[src/rtl/clb_cfg_loader.sv]
`timescale 1ns/1ps
// ---------------------------------------------------------------------------
// clb_cfg_loader
//
// Serial configuration loader that sits directly upstream of the CLB array.
// A bitstream arrives one bit per qualified clock edge. The loader hunts for
// a 4-bit preamble, then receives NUM_CLB frames. Each frame carries one
// CFG_W-bit configuration word, an even-parity bit and a stop bit. Every
// frame that passes its checks is presented to the array as a single-cycle
// write strobe with its target CLB index and the word itself.
//
// Frame on the wire (only DIN_VALID=1 edges count):
//   start(0) | CFG_W data bits, MSB first | parity | stop(1)
//   Parity is even: XOR over the data bits and the parity bit is 0.
//
// Config word layout presented on CFG_DATA (MSB first):
//   [36:35] mux2select  [34:33] mux3select  [32:31] mux4select
//   [30:29] mux5select  [28:27] mux6select  [26:11] mem[15:0]
//   [10:9]  comboption  [8:3]   o2m1_0,o2m2_0,o2m3_0,o2m1_1,o2m2_1,o2m3_1
//   [2:1]   DQmux1,DQmux2       [0] floporlatch
//
// Ports
//   K          in   clock, rising edge
//   RST        in   asynchronous reset, active-high
//   DIN        in   serial bitstream, idles at 1
//   DIN_VALID  in   qualifies DIN on the current edge
//   START      in   return from DONE to IDLE for another bitstream
//   CFG_WE     out  one-cycle write strobe towards CLB CFG_ADDR
//   CFG_ADDR   out  target CLB index, holds between strobes
//   CFG_DATA   out  config word, holds between strobes
//   BUSY       out  high while a bitstream is in progress
//   DONE       out  all NUM_CLB frames written
//   ERR        out  sticky framing/parity error, cleared only by RST
// ---------------------------------------------------------------------------
module clb_cfg_loader #(
    parameter int         CFG_W   = 37,
    parameter int         NUM_CLB = 4,
    parameter int         ADDR_W  = 2,
    parameter logic [3:0] PRE     = 4'b0010
) (
    input  logic              K,
    input  logic              RST,
    input  logic              DIN,
    input  logic              DIN_VALID,
    input  logic              START,
    output logic              CFG_WE,
    output logic [ADDR_W-1:0] CFG_ADDR,
    output logic [CFG_W-1:0]  CFG_DATA,
    output logic              BUSY,
    output logic              DONE,
    output logic              ERR
);

    // Bit counter indexes the bits after the start bit:
    // 0..CFG_W-1 data, CFG_W parity, CFG_W+1 stop.
    localparam int                BCNT_W    = $clog2(CFG_W + 2);
    localparam logic [BCNT_W-1:0] LAST_DATA = BCNT_W'(CFG_W - 1);
    localparam logic [BCNT_W-1:0] STOP_IDX  = BCNT_W'(CFG_W + 1);
    localparam logic [ADDR_W-1:0] LAST_CLB  = ADDR_W'(NUM_CLB - 1);

    // An idle line is all ones; starting the hunt register from ones keeps a
    // short 1,0 pattern after reset from being mistaken for the preamble.
    localparam logic [3:0]        HUNT_INIT = 4'b1111;

    typedef enum logic [2:0] {
        S_IDLE,
        S_PRE,
        S_FRAME,
        S_CHECK,
        S_DONE,
        S_ERRS
    } state_t;

    state_t              state;
    logic [3:0]          pre_sh;
    logic [3:0]          pre_next;
    logic [BCNT_W-1:0]   bit_cnt;
    logic [ADDR_W-1:0]   frame_cnt;
    logic                par_acc;
    logic                stop_bit;
    logic [CFG_W-1:0]    word_sh;
    logic                shift_data;

    // A frame is accepted only when parity balances and the stop bit is 1.
    function automatic logic frame_ok(input logic par, input logic stop);
        return (par == 1'b0) && (stop == 1'b1);
    endfunction

    // Preamble hunt: the comparison includes the bit being sampled now, so
    // the FSM leaves IDLE on the same edge that completes the preamble.
    assign pre_next = {pre_sh[2:0], DIN};

    // Data bits are shifted in only while the counter is inside the data
    // field; parity and stop bits never enter the word.
    assign shift_data = (state == S_FRAME) && DIN_VALID && (bit_cnt <= LAST_DATA);

    // Word assembly register: pure datapath, no reset. A frame interrupted
    // by RST leaves stale bits here, but they can never be strobed out
    // because the FSM restarts in IDLE and must receive a whole new frame.
    always_ff @(posedge K) begin
        if (shift_data) begin
            word_sh <= {word_sh[CFG_W-2:0], DIN};
        end
    end

    // Control FSM with registered outputs.
    always_ff @(posedge K or posedge RST) begin
        if (RST) begin
            state     <= S_IDLE;
            pre_sh    <= HUNT_INIT;
            bit_cnt   <= '0;
            frame_cnt <= '0;
            par_acc   <= 1'b0;
            stop_bit  <= 1'b0;
            CFG_WE    <= 1'b0;
            CFG_ADDR  <= '0;
            CFG_DATA  <= '0;
            BUSY      <= 1'b0;
            DONE      <= 1'b0;
            ERR       <= 1'b0;
        end else begin
            // The strobe is a single-cycle pulse; only CHECK raises it.
            CFG_WE <= 1'b0;

            case (state)
                S_IDLE: begin
                    if (DIN_VALID) begin
                        pre_sh <= pre_next;
                        if (pre_next == PRE) begin
                            state     <= S_PRE;
                            BUSY      <= 1'b1;
                            frame_cnt <= '0;
                        end
                    end
                end

                // Between preamble and frame, and between frames, the line
                // may idle at 1 for any number of bits.
                S_PRE: begin
                    if (DIN_VALID && !DIN) begin
                        state   <= S_FRAME;
                        bit_cnt <= '0;
                        par_acc <= 1'b0;
                    end
                end

                S_FRAME: begin
                    if (DIN_VALID) begin
                        if (bit_cnt == STOP_IDX) begin
                            stop_bit <= DIN;
                            state    <= S_CHECK;
                        end else begin
                            // Data and parity bits both feed the parity sum.
                            par_acc <= par_acc ^ DIN;
                            bit_cnt <= bit_cnt + BCNT_W'(1);
                        end
                    end
                end

                // Single-cycle decision; independent of DIN_VALID.
                S_CHECK: begin
                    if (frame_ok(par_acc, stop_bit)) begin
                        CFG_WE   <= 1'b1;
                        CFG_ADDR <= frame_cnt;
                        CFG_DATA <= word_sh;
                        if (frame_cnt == LAST_CLB) begin
                            state <= S_DONE;
                            BUSY  <= 1'b0;
                            DONE  <= 1'b1;
                        end else begin
                            frame_cnt <= frame_cnt + ADDR_W'(1);
                            state     <= S_PRE;
                        end
                    end else begin
                        state <= S_ERRS;
                        BUSY  <= 1'b0;
                        ERR   <= 1'b1;
                    end
                end

                // Re-arm the preamble hunt from a clean idle-line history.
                S_DONE: begin
                    if (START) begin
                        state  <= S_IDLE;
                        DONE   <= 1'b0;
                        pre_sh <= HUNT_INIT;
                    end
                end

                // Terminal until RST; START and further bits are ignored.
                S_ERRS: begin
                    state <= S_ERRS;
                end

                default: begin
                    state <= S_IDLE;
                end
            endcase
        end
    end

endmodule

[config.mk]
export PLATFORM = sky130hd
export DESIGN_NAME = clb_cfg_loader
export DESIGN_NICKNAME = d
export VERILOG_FILES = /design/src/rtl/clb_cfg_loader.sv
export SDC_FILE = /design/constraint.sdc
export NUM_CORES = 1
export LEC_CHECK = 0
export BUFFER_PORTS_ARGS = -buffer_cell sky130_fd_sc_hd__buf_2
export CAP_MARGIN = 25
export CORE_ASPECT_RATIO = 1.2
export CORE_MARGIN = 2
export CORE_UTILIZATION = 51
export CTS_CLUSTER_SIZE = 25
export DETAILED_ROUTE_END_ITERATION = 12
export PLACE_DENSITY = 0.84
export RECOVER_POWER = 100
export SYNTH_ARGS = -nofsm -noshare
export SYNTH_HDL_FRONTEND = slang
export SYNTH_SLANG_ARGS = --single-unit
[constraint.sdc]
create_clock -name K -period 2.9 [get_ports K]
set_input_delay 0 -clock K [delete_from_list [all_inputs] [get_ports K]]
set_output_delay 0 -clock K [all_outputs]
set_load 0.02 [all_outputs]
==> results of run 1 <==
kinds of logic (layout without fill, tap and decap cells):
logic type,Yosys count,in the layout,share of synthesized area [%]
and+or+nand+nor,37,37,5.29
AOI/OAI and AO/OA,38,38,6.77
muxes,40,40,15.6
buffers and inverters,17,77,2.93
DFF,96,96,68.1
adders and majority gates,4,4,1.32
stage by stage:
| step | cells | utilization, % | total power, uW | hold WS (ns) |
|---|---|---|---|---|
| 6_report | 382 | 57.6 | 3040 | 0.120 |
| 5_1_grt | 382 | 57.6 | 3200 | 0.117 |
| 4_1_cts | 382 | 60.4 | 3070 | 0.0934 |
| 3_5_place_dp | 363 | 56.9 | 2130 | 0.0290 |
| 3_3_place_gp | 362 | 56.7 | 2100 | 0.229 |
| 2_1_floorplan | 232 | - | 2020 | 0.0970 |
placed cells by master, fill, tap and decap left out, types with 4 or more instances in the layout:
master | synthesis | routed
clkbuf_1 | 1 | 46
nor2_1 | 7 | 7
nand2_1 | 9 | 9
a31oi_1 | 6 | 6
o22a_1 | 7 | 7
ha_1 | 4 | 4
mux2_1 | 1 | 39
clkbuf_8 | 0 | 9
nand3_1 | 4 | 4
dfrtp_1 | 56 | 56
edfxtp_1 | 37 | 37
inv_1 | 8 | 8
o21ai_0 | 7 | 9
report_power, final:
group	switching (uW)	internal (uW)
logic	247	167
clock network	448	491
registers	115	1570
state kept, by name, summed over array words and instances, names as in the netlist:
signal     flops
DONE           1
frame_cnt      2
CFG_ADDR       2
word_sh       37
bit_cnt        6
state          3
BUSY           1
stop_bit       1
ERR            1
par_acc        1
pre_sh         3
CFG_DATA      37
CFG_WE         1
final cells by class:
type | count | area (um2)
Clock buffer | 10 | 128
Clock inverter | 6 | 91.3
Fill cell | 624 | 3070
Inverter | 8 | 30.0
Multi-Input combinational cell | 119 | 971
Sequential cell | 96 | 2590
Tap cell | 90 | 113
Timing Repair Buffer | 53 | 239
path summary, 6_finish.rpt:
check	slack, ns	start	endpoint
setup / recovery	0.60	state[2]	word_sh[33]
hold / removal	0.12	DIN_VALID	state[1]
min in group asynchronous	0.33	RST	CFG_DATA[3]
max in group asynchronous	1.46	RST	CFG_DATA[20]
hold reg to reg	0.45	word_sh[30]	word_sh[31]
setup reg to reg	0.60	state[2]	word_sh[33]
routing by layer:
metal | GRT usage (%) | vias to the layer above | part of all wire (%)
met3 | 4.77 | 6 | 4.8
met2 | 26.4 | 49 | 49
li1 | - | 964 | -
met1 | 22.5 | 1060 | 45
met5 | 0 | - | 0
met4 | 4.92 | 0 | 0.96
worst max-delay path, cell delays in order, from the launching register on:
cell       delay (ns)
dfrtp_1          0.56
nand4bb_1        0.39
a21oi_4          0.35
clkbuf_2         0.63
repair_timing:
item / CTS / global route
endpoints found under the setup margin: 0 / 0
endpoints found under the hold margin: 20 / 0
setup buffers: 0 / 0
hold buffers: 3 / 0
==> impl_metrics.ini, run 1 <==
[run_status]
outcome = finished, final reports clean

[worst_setup_path]
arrival_ns = 2.28
worst-setup-path-type = flop to flop
worstPathRequired_ns = 2.88
cp-start-kind = flop
r2r_cells = 3
worst-path-max-fanout = 29
cp-end-kind = flop

[logic_synthesis]
synth-edff-count = 37
async_flop_share_pct = 61.5
seq_area_frac_synth_pct = 68.1
syn_area_per_cell_um2 = 16.4
synth_flop_cell = dfrtp_1
synth_area_mm2 = 0.00380
ys_ff_latch = 96
yosys_warnings = 0
synthTopCellsByArea = dfrtp_1 (37%), edfxtp_1 (29%), mux2_4 (15%)
synth_most_common_cell = dfrtp_1
yosys.area.top_type_share_pct = 36.8
synth_nets = 241
synthCells = 232
synthTopCellsByCount = dfrtp_1 (56), mux2_4 (38), edfxtp_1 (37)
yosysTopAreaCell = dfrtp_1
synth_cell_type_count = 40

[global_routing]
grt_first_pass_wirelength_um = 10600
gr-total-overflow = 0
antenna_found_initial = 0
grt_pass1_vias = 2073
grt_use_total_pct = 16.6
grt_max_degree = 42

[routing]
wl_um = 6480
drtIter0Drc = 103
ant_nets = 0
vias = 2079
post-route-drc-count = 0
dr.pass1.iters = 4
wl_per_cell_um = 17.0
viasPerCell = 5.44

[sta]
layout_min_cycle_time_ns = 2.30
final_hold_viol_count = 0
slew_violations = 0
setup_ws_ns = 0.601
setup_violations = 0
period_share_pct = 79.3
tightest_slew_ns = 0.777
fmaxAchievable_mhz = 435
rsz0062_at_grt = false
skew_ns = 0.0109
tns_ns = 0
maxSlewHeadroom_pct = 48.2

[die]
die-area_mm2 = 0.00817
initial_core_util_pct = 52.6
ioPinCount = 48
die_h_um = 98.6
core_area_mm2 = 0.00723
fp-row-count = 34
die_w_um = 82.9

[finish]
diodes = 0
syn2layout_area_growth_pct = 9.40
nets = 296
fin_area_mm2 = 0.00416
layout-drive-gt1-share_pct = 8.56

[placement]
dp_worst_setup_slack_ns = 0.707
gp_congestion = 0.764
port_buffers = 47
place_area_mm2 = 0.00412
dpl.hpwl_um = 4330

[flow_run]
cap_violations = 0

[cts]
cts_tree = yes
clk_latency_ns = 0.35
cts_sinks = 96
clk_pin_slew_ns = 0.08
htree_levels = 3
cts_resized = 0
ctsLongestPathBuffers = 2
cts_buffers = 9
root_buffer = clkbuf_8

[hold_path]
min_path_cells = 4
min_path_type = input pin to flop

[pwr]
p_leak_uw = 0.00180
ir_worst_vdd_mv = 0.406
power.density_mw_per_mm2 = 730
Note: power is estimated with default switching activity, not from simulation.
==> run 2, diff against run 1 <==
--- a/config.mk
+++ b/config.mk
@@ -5,14 +5,15 @@
 export SDC_FILE = /design/constraint.sdc
 export NUM_CORES = 1
 export LEC_CHECK = 0
+export ABC_AREA = 1
 export BUFFER_PORTS_ARGS = -buffer_cell sky130_fd_sc_hd__buf_2
 export CAP_MARGIN = 25
 export CORE_ASPECT_RATIO = 1.2
 export CORE_MARGIN = 2
-export CORE_UTILIZATION = 51
+export CORE_UTILIZATION = 57
 export CTS_CLUSTER_SIZE = 25
 export DETAILED_ROUTE_END_ITERATION = 12
-export PLACE_DENSITY = 0.84
+export PLACE_DENSITY = 0.89
 export RECOVER_POWER = 100
 export SYNTH_ARGS = -nofsm -noshare
 export SYNTH_HDL_FRONTEND = slang
==> constraint.sdc (replaced) <==
create_clock -name K -period 2.2 [get_ports K]
set_input_delay 0 -clock K [delete_from_list [all_inputs] [get_ports K]]
set_output_delay 0 -clock K [all_outputs]
set_load 0.02 [all_outputs]
==> run 2 against run 1 <==
Effect of this change: via count rose by 24%; sequential share of layout area down 1.2 points; die area decreased by 12%; clock power rose by 27%; synthesized cell count grew 54%; count of clock-buffer cells in the layout fell by 1; combinational power is 32% higher; largest cell class unchanged; highest routed layer unchanged.
==> impl_metrics.ini, run 2 <==
[global_routing]
antenna_found_initial = 0
grt_pass1_vias = 2542
grt_use_total_pct = 21.7
gr-total-overflow = 0
grt_max_degree = 40
grt_first_pass_wirelength_um = 11900

[logic_synthesis]
ys_ff_latch = 96
synth_cell_type_count = 26
synth_nets = 366
seq_area_frac_synth_pct = 69.4
yosys.area.top_type_share_pct = 37.5
synthTopCellsByArea = dfrtp_1 (38%), edfxtp_1 (30%), nand2_1 (16%)
synth_flop_cell = dfrtp_1
yosysTopAreaCell = dfrtp_1
async_flop_share_pct = 61.5
synthTopCellsByCount = nand2_1 (161), dfrtp_1 (56), edfxtp_1 (37)
yosys_warnings = 0
syn_area_per_cell_um2 = 10.5
synth_area_mm2 = 0.00373
synth_most_common_cell = nand2_1
synth-edff-count = 37
synthCells = 357

[worst_setup_path]
cpPeakStageDelay_ns = 0.43
worst-setup-path-type = flop to flop
path_cells = inv_1 -> nand2_1 -> nor2_4 -> inv_2 -> nor2_1 -> inv_2 -> nand2_1 -> nand2_1
cp-start-kind = flop
path_delay_family = simple AND/OR/NAND/NOR gates
worstPathRequired_ns = 2.46
cp-end-kind = flop
crit_top_cell = nand2_1
cp_slowest_cell = dfrtp_1
worst-path-max-fanout = 39
path_buf_inv = 3
arrival_ns = 2.15

[finish]
diodes = 0
top_regs = CFG_DATA: 37 flops, word_sh: 37 flops, bit_cnt: 6 flops
fin_area_mm2 = 0.00424
nets = 424
layout-drive-gt1-share_pct = 7.38
syn2layout_area_growth_pct = 13.7
final_common_cell = nand2_1
layout_common_cells = nand2_1 (162), dfrtp_1 (56), clkbuf_1 (46)
fillers = 505

[cts]
clk_latency_ns = 0.37
hold_buffers = 4
cts_resized = 0
post_cts_buffers = 0
htree_levels = 3
clk_pin_slew_ns = 0.10
cts_sinks = 96
root_buffer = clkbuf_8
cts_buffers = 9
cts_tree = yes
ctsLongestPathBuffers = 2

[routing]
vias = 2568
drtIter0Drc = 250
wl_um = 6980
post-route-drc-count = 0
viasPerCell = 5.09
wl_per_cell_um = 13.8
ant_nets = 0
dr.pass1.iters = 4

[pwr]
p_leak_uw = 0.00197
ir_worst_vdd_mv = 0.431
power.density_mw_per_mm2 = 915

[placement]
dpl.hpwl_um = 4690
port_buffers = 47
gp_congestion = 0.869
place_area_mm2 = 0.00407

[run_status]
outcome = finished, final reports clean

[hold_path]
min_path_type = input pin to flop

[die]
ioPinCount = 48
core_area_mm2 = 0.00637
initial_core_util_pct = 58.6
fp-row-count = 32
die_w_um = 77.9
die_h_um = 92.6
die-area_mm2 = 0.00721

[sta]
final_hold_viol_count = 0
period_share_pct = 85.6
fmaxAchievable_mhz = 531
maxSlewHeadroom_pct = 26.2
setup_violations = 0
rsz0062_at_grt = false
slew_violations = 0
layout_min_cycle_time_ns = 1.88
skew_ns = 0.0167
tightest_slew_ns = 1.11
tns_ns = 0

[flow_run]
cap_violations = 0
-- run 2: cell type report --
type                       count  area [um2]  share of cell area (%)
clock buffer                   9         124                    2.92
clock inverter                 7        90.1                    2.12
inverter                      20        75.1                    1.77
multi-input combinational    231         988                    23.3
sequential                    96        2590                    61.1
tap                           85         106                    2.51
timing repair buffer          57         268                    6.31
-- run 2: path summary, 6_finish.rpt --
| path | to | cells past startpoint | startpoint | slack, ns |
|---|---|---|---|---|
| worst min register to register | word_sh[12] | 0 | word_sh[11] | 0.44 |
| worst max register to register | CFG_DATA[23] | 8 | state[2] | 0.32 |
| worst min-delay path | state[2] | 3 | START | 0.40 |
| max in group asynchronous | frame_cnt[1] | 4 | RST | 0.52 |
| min in group asynchronous | BUSY | 3 | RST | 0.45 |
| worst max-delay path | CFG_DATA[23] | 8 | state[2] | 0.32 |
-- run 2: cells by family (layout without fill, tap and decap cells) --
kind of cell | Yosys count | after routing | synth area share [%]
xor+xnor | 2 | 2 | 0.469
compound gates | 24 | 24 | 3.62
buf+inv | 30 | 93 | 3.69
simple gates | 201 | 201 | 21.5
fa+ha+maj | 4 | 4 | 1.34
flops | 96 | 96 | 69.4
-- run 2: worst reg2reg max path, cell delays in order, from the launching register on --
cell	delay, ns
dfrtp_1	0.43
inv_1	0.20
nand2_1	0.16
nor2_4	0.17
inv_2	0.07
nor2_1	0.21
inv_2	0.31
nand2_1	0.18
nand2_1	0.07
-- run 2: report_power, final --
| part | switching (uW) | internal (uW) | total (uW) |
|---|---|---|---|
| combinational | 379 | 167 | 546 |
| sequential | 113 | 2030 | 2140 |
| clock | 646 | 548 | 1190 |
| total | 1140 | 2750 | 3880 |
-- run 2: layer usage --
metal  GRT usage [%]  wire [um]  share of wire, %  up-vias
met2            35.3       3570                51       61
met4            11.2        174               2.5        0
met5               0          0                 0        -
li1                -          -                 -     1257
met1            27.1       2940                42     1230
met3            4.97        290               4.2       20
-- run 2: through the flow --
| step | cells | total power (uW) | utilization (%) | worst slack, ns | hold WS, ns |
|---|---|---|---|---|---|
| floorplan | 357 | 2580 | - | 0.357 | 0.0989 |
| global placement | 485 | 2690 | 63.9 | 0.705 | 0.103 |
| detailed placement | 485 | 2730 | 63.9 | 0.625 | 0.118 |
| CTS | 505 | 3920 | 67.9 | 0.571 | 0.271 |
| global route | 505 | 4100 | 66.6 | 0.175 | 0.402 |
| finish | 505 | 3880 | 66.6 | 0.316 | 0.402 |
==> run 3, diff against run 2 <==
--- a/config.mk
+++ b/config.mk
@@ -5,15 +5,14 @@
 export SDC_FILE = /design/constraint.sdc
 export NUM_CORES = 1
 export LEC_CHECK = 0
-export ABC_AREA = 1
 export BUFFER_PORTS_ARGS = -buffer_cell sky130_fd_sc_hd__buf_2
 export CAP_MARGIN = 25
 export CORE_ASPECT_RATIO = 1.2
 export CORE_MARGIN = 2
-export CORE_UTILIZATION = 57
+export CORE_UTILIZATION = 49
 export CTS_CLUSTER_SIZE = 25
 export DETAILED_ROUTE_END_ITERATION = 12
-export PLACE_DENSITY = 0.89
+export PLACE_DENSITY = 0.79
 export RECOVER_POWER = 100
 export SYNTH_ARGS = -nofsm -noshare
 export SYNTH_HDL_FRONTEND = slang
==> run 3 against run 2 <==
Effect of this change: setup slack got worse by 0.024 ns; first-iteration DRC count fell by 42%; cell count fell by 23%; non-clock buffer count did not move; critical endpoint is now word_sh[3]; largest power group unchanged.
==> impl_metrics.ini, run 3 (synthesis gave the netlist of run 1 again) <==
[sta]
rsz0062_at_grt = false
skew_ns = 0.0105
setup_violations = 0
tightest_slew_ns = 1.09
tns_ns = 0
layout_min_cycle_time_ns = 1.91
setup_ws_ns = 0.292
final_hold_viol_count = 0
fmaxAchievable_mhz = 524
period_share_pct = 86.7
slew_violations = 0
maxSlewHeadroom_pct = 27.0
worst_hold_slack_ns = 0.0998

[pwr]
p_int_uw = 2720
clkPwrFrac_pct = 27.4
sequentialPowerShare_pct = 58.0
switchingPower_uw = 1090
swShare_pct = 28.6
ir_worst_vdd_mv = 0.633
power.density_mw_per_mm2 = 918
p_leak_uw = 0.00180
p_comb_share_pct = 14.6

[finish]
layout-drive-gt1-share_pct = 9.80
diodes = 0
nets = 300
top_regs = CFG_DATA: 37 flops, word_sh: 37 flops, bit_cnt: 6 flops
instances_no_fill = 388
final_common_cell = dfrtp_1
layout_common_cells = dfrtp_1 (56), clkbuf_1 (46), mux2_1 (38)
syn2layout_area_growth_pct = 9.24

[global_routing]
grt_max_degree = 38
grt_use_total_pct = 15.8
grt_first_pass_wirelength_um = 10600
grt_pass1_vias = 2159
antenna_found_initial = 0
gr-total-overflow = 0

[routing]
post-route-drc-count = 0
viasPerCell = 5.37
drtIter0Drc = 144
wl_per_cell_um = 16.0
ant_nets = 0
wl_um = 6220
dr.pass1.iters = 4
vias = 2084

[worst_setup_path]
critPathLaunch = bit_cnt[3]
arrival_ns = 1.91
worstPathRequired_ns = 2.20
cp-end-kind = flop
worst-path-max-fanout = 37
worst-setup-path-type = flop to flop
rr_startpoint = bit_cnt[3]
ff2ff_setup_slack_ns = 0.29
cp-start-kind = flop

[die]
die-area_mm2 = 0.00849
die_w_um = 84.4
fp-row-count = 35
die_h_um = 101
ioPinCount = 48
core_area_mm2 = 0.00762
initial_core_util_pct = 49.9

[cts]
cts_resized = 0
clk_pin_slew_ns = 0.09
cts_sinks = 96
cts_tree = yes
cts_buffers = 9
post_cts_buffers = 0
hold_buffers = 3
ctsLongestPathBuffers = 2
root_buffer = clkbuf_8
htree_levels = 3
clk_latency_ns = 0.36

[flow_run]
cap_violations = 0

[placement]
dpl.hpwl_um = 4250
port_buffers = 47
gp_congestion = 0.754
dp_cells = 369
dp_worst_setup_slack_ns = 0.393

[hold_path]
min_path_type = input pin to flop
hp-start = DIN_VALID

[run_status]
outcome = finished, final reports clean
## run 3: changes by cell type in the layout (fill, tap and decap cells not counted), sizes merged, moves of 3 or more
cell / delta
nand2: -153
mux2: +40
nor2: -16
inv: -12
nand3: -8
o22a: +7
a31oi: +6
o21ai: -6
a41oi: +3
and3: +3
nand2b: +3
## run 3: final timing paths
check | end | depth (start not counted)
max in group asynchronous | CFG_DATA[16] | 4
setup / recovery | word_sh[3] | 4
hold / removal | state[1] | 4
setup reg to reg | word_sh[3] | 4
min in group asynchronous | CFG_DATA[5] | 3
hold reg to reg | word_sh[5] | 0
## run 3: final cells by class
type / instances / area (um2)
Multi-Input combinational cell: 119 / 970
Clock buffer: 10 / 128
Clock inverter: 6 / 53.8
Sequential cell: 96 / 2590
Timing Repair Buffer: 57 / 269
Fill cell: 673 / 3460
Inverter: 8 / 30.0
Tap cell: 92 / 115
## run 3: metal layers
layer | global-route usage [%] | vias up | part of all wire, %
li1 | - | 975 | -
met1 | 21.7 | 1032 | 46
met2 | 25.3 | 66 | 47
met3 | 2.54 | 11 | 4.4
met4 | 6.96 | 0 | 2.0
met5 | 0 | - | 0
## run 3: power groups by stage
| stage | clock network [uW] | registers (uW) | logic [uW] |
|---|---|---|---|
| 2_1_floorplan | 0 | 2230 | 432 |
| 3_3_place_gp | 0 | 2240 | 562 |
| 3_5_place_dp | 0 | 2250 | 581 |
| 4_1_cts | 1080 | 2210 | 585 |
| 5_1_grt | 1160 | 2240 | 639 |
| 6_report | 1050 | 2210 | 558 |
## run 3: stage by stage
| step | power (uW) | utilization (%) | area [um2] |
|---|---|---|---|
| global route | 4030 | 54.5 | 4160 |
| global placement | 2800 | 54.6 | 4160 |
| floorplan | 2660 | - | 3810 |
| CTS | 3880 | 57.4 | 4370 |
| finish | 3820 | 54.5 | 4160 |
| detailed placement | 2830 | 54.6 | 4160 |
## run 3: critical path, cell delays in order, from the launching register on
cell,delay [ns]
dfrtp_1,0.47
nor2_1,0.21
o21ai_0,0.20
a21oi_4,0.18
clkbuf_4,0.47
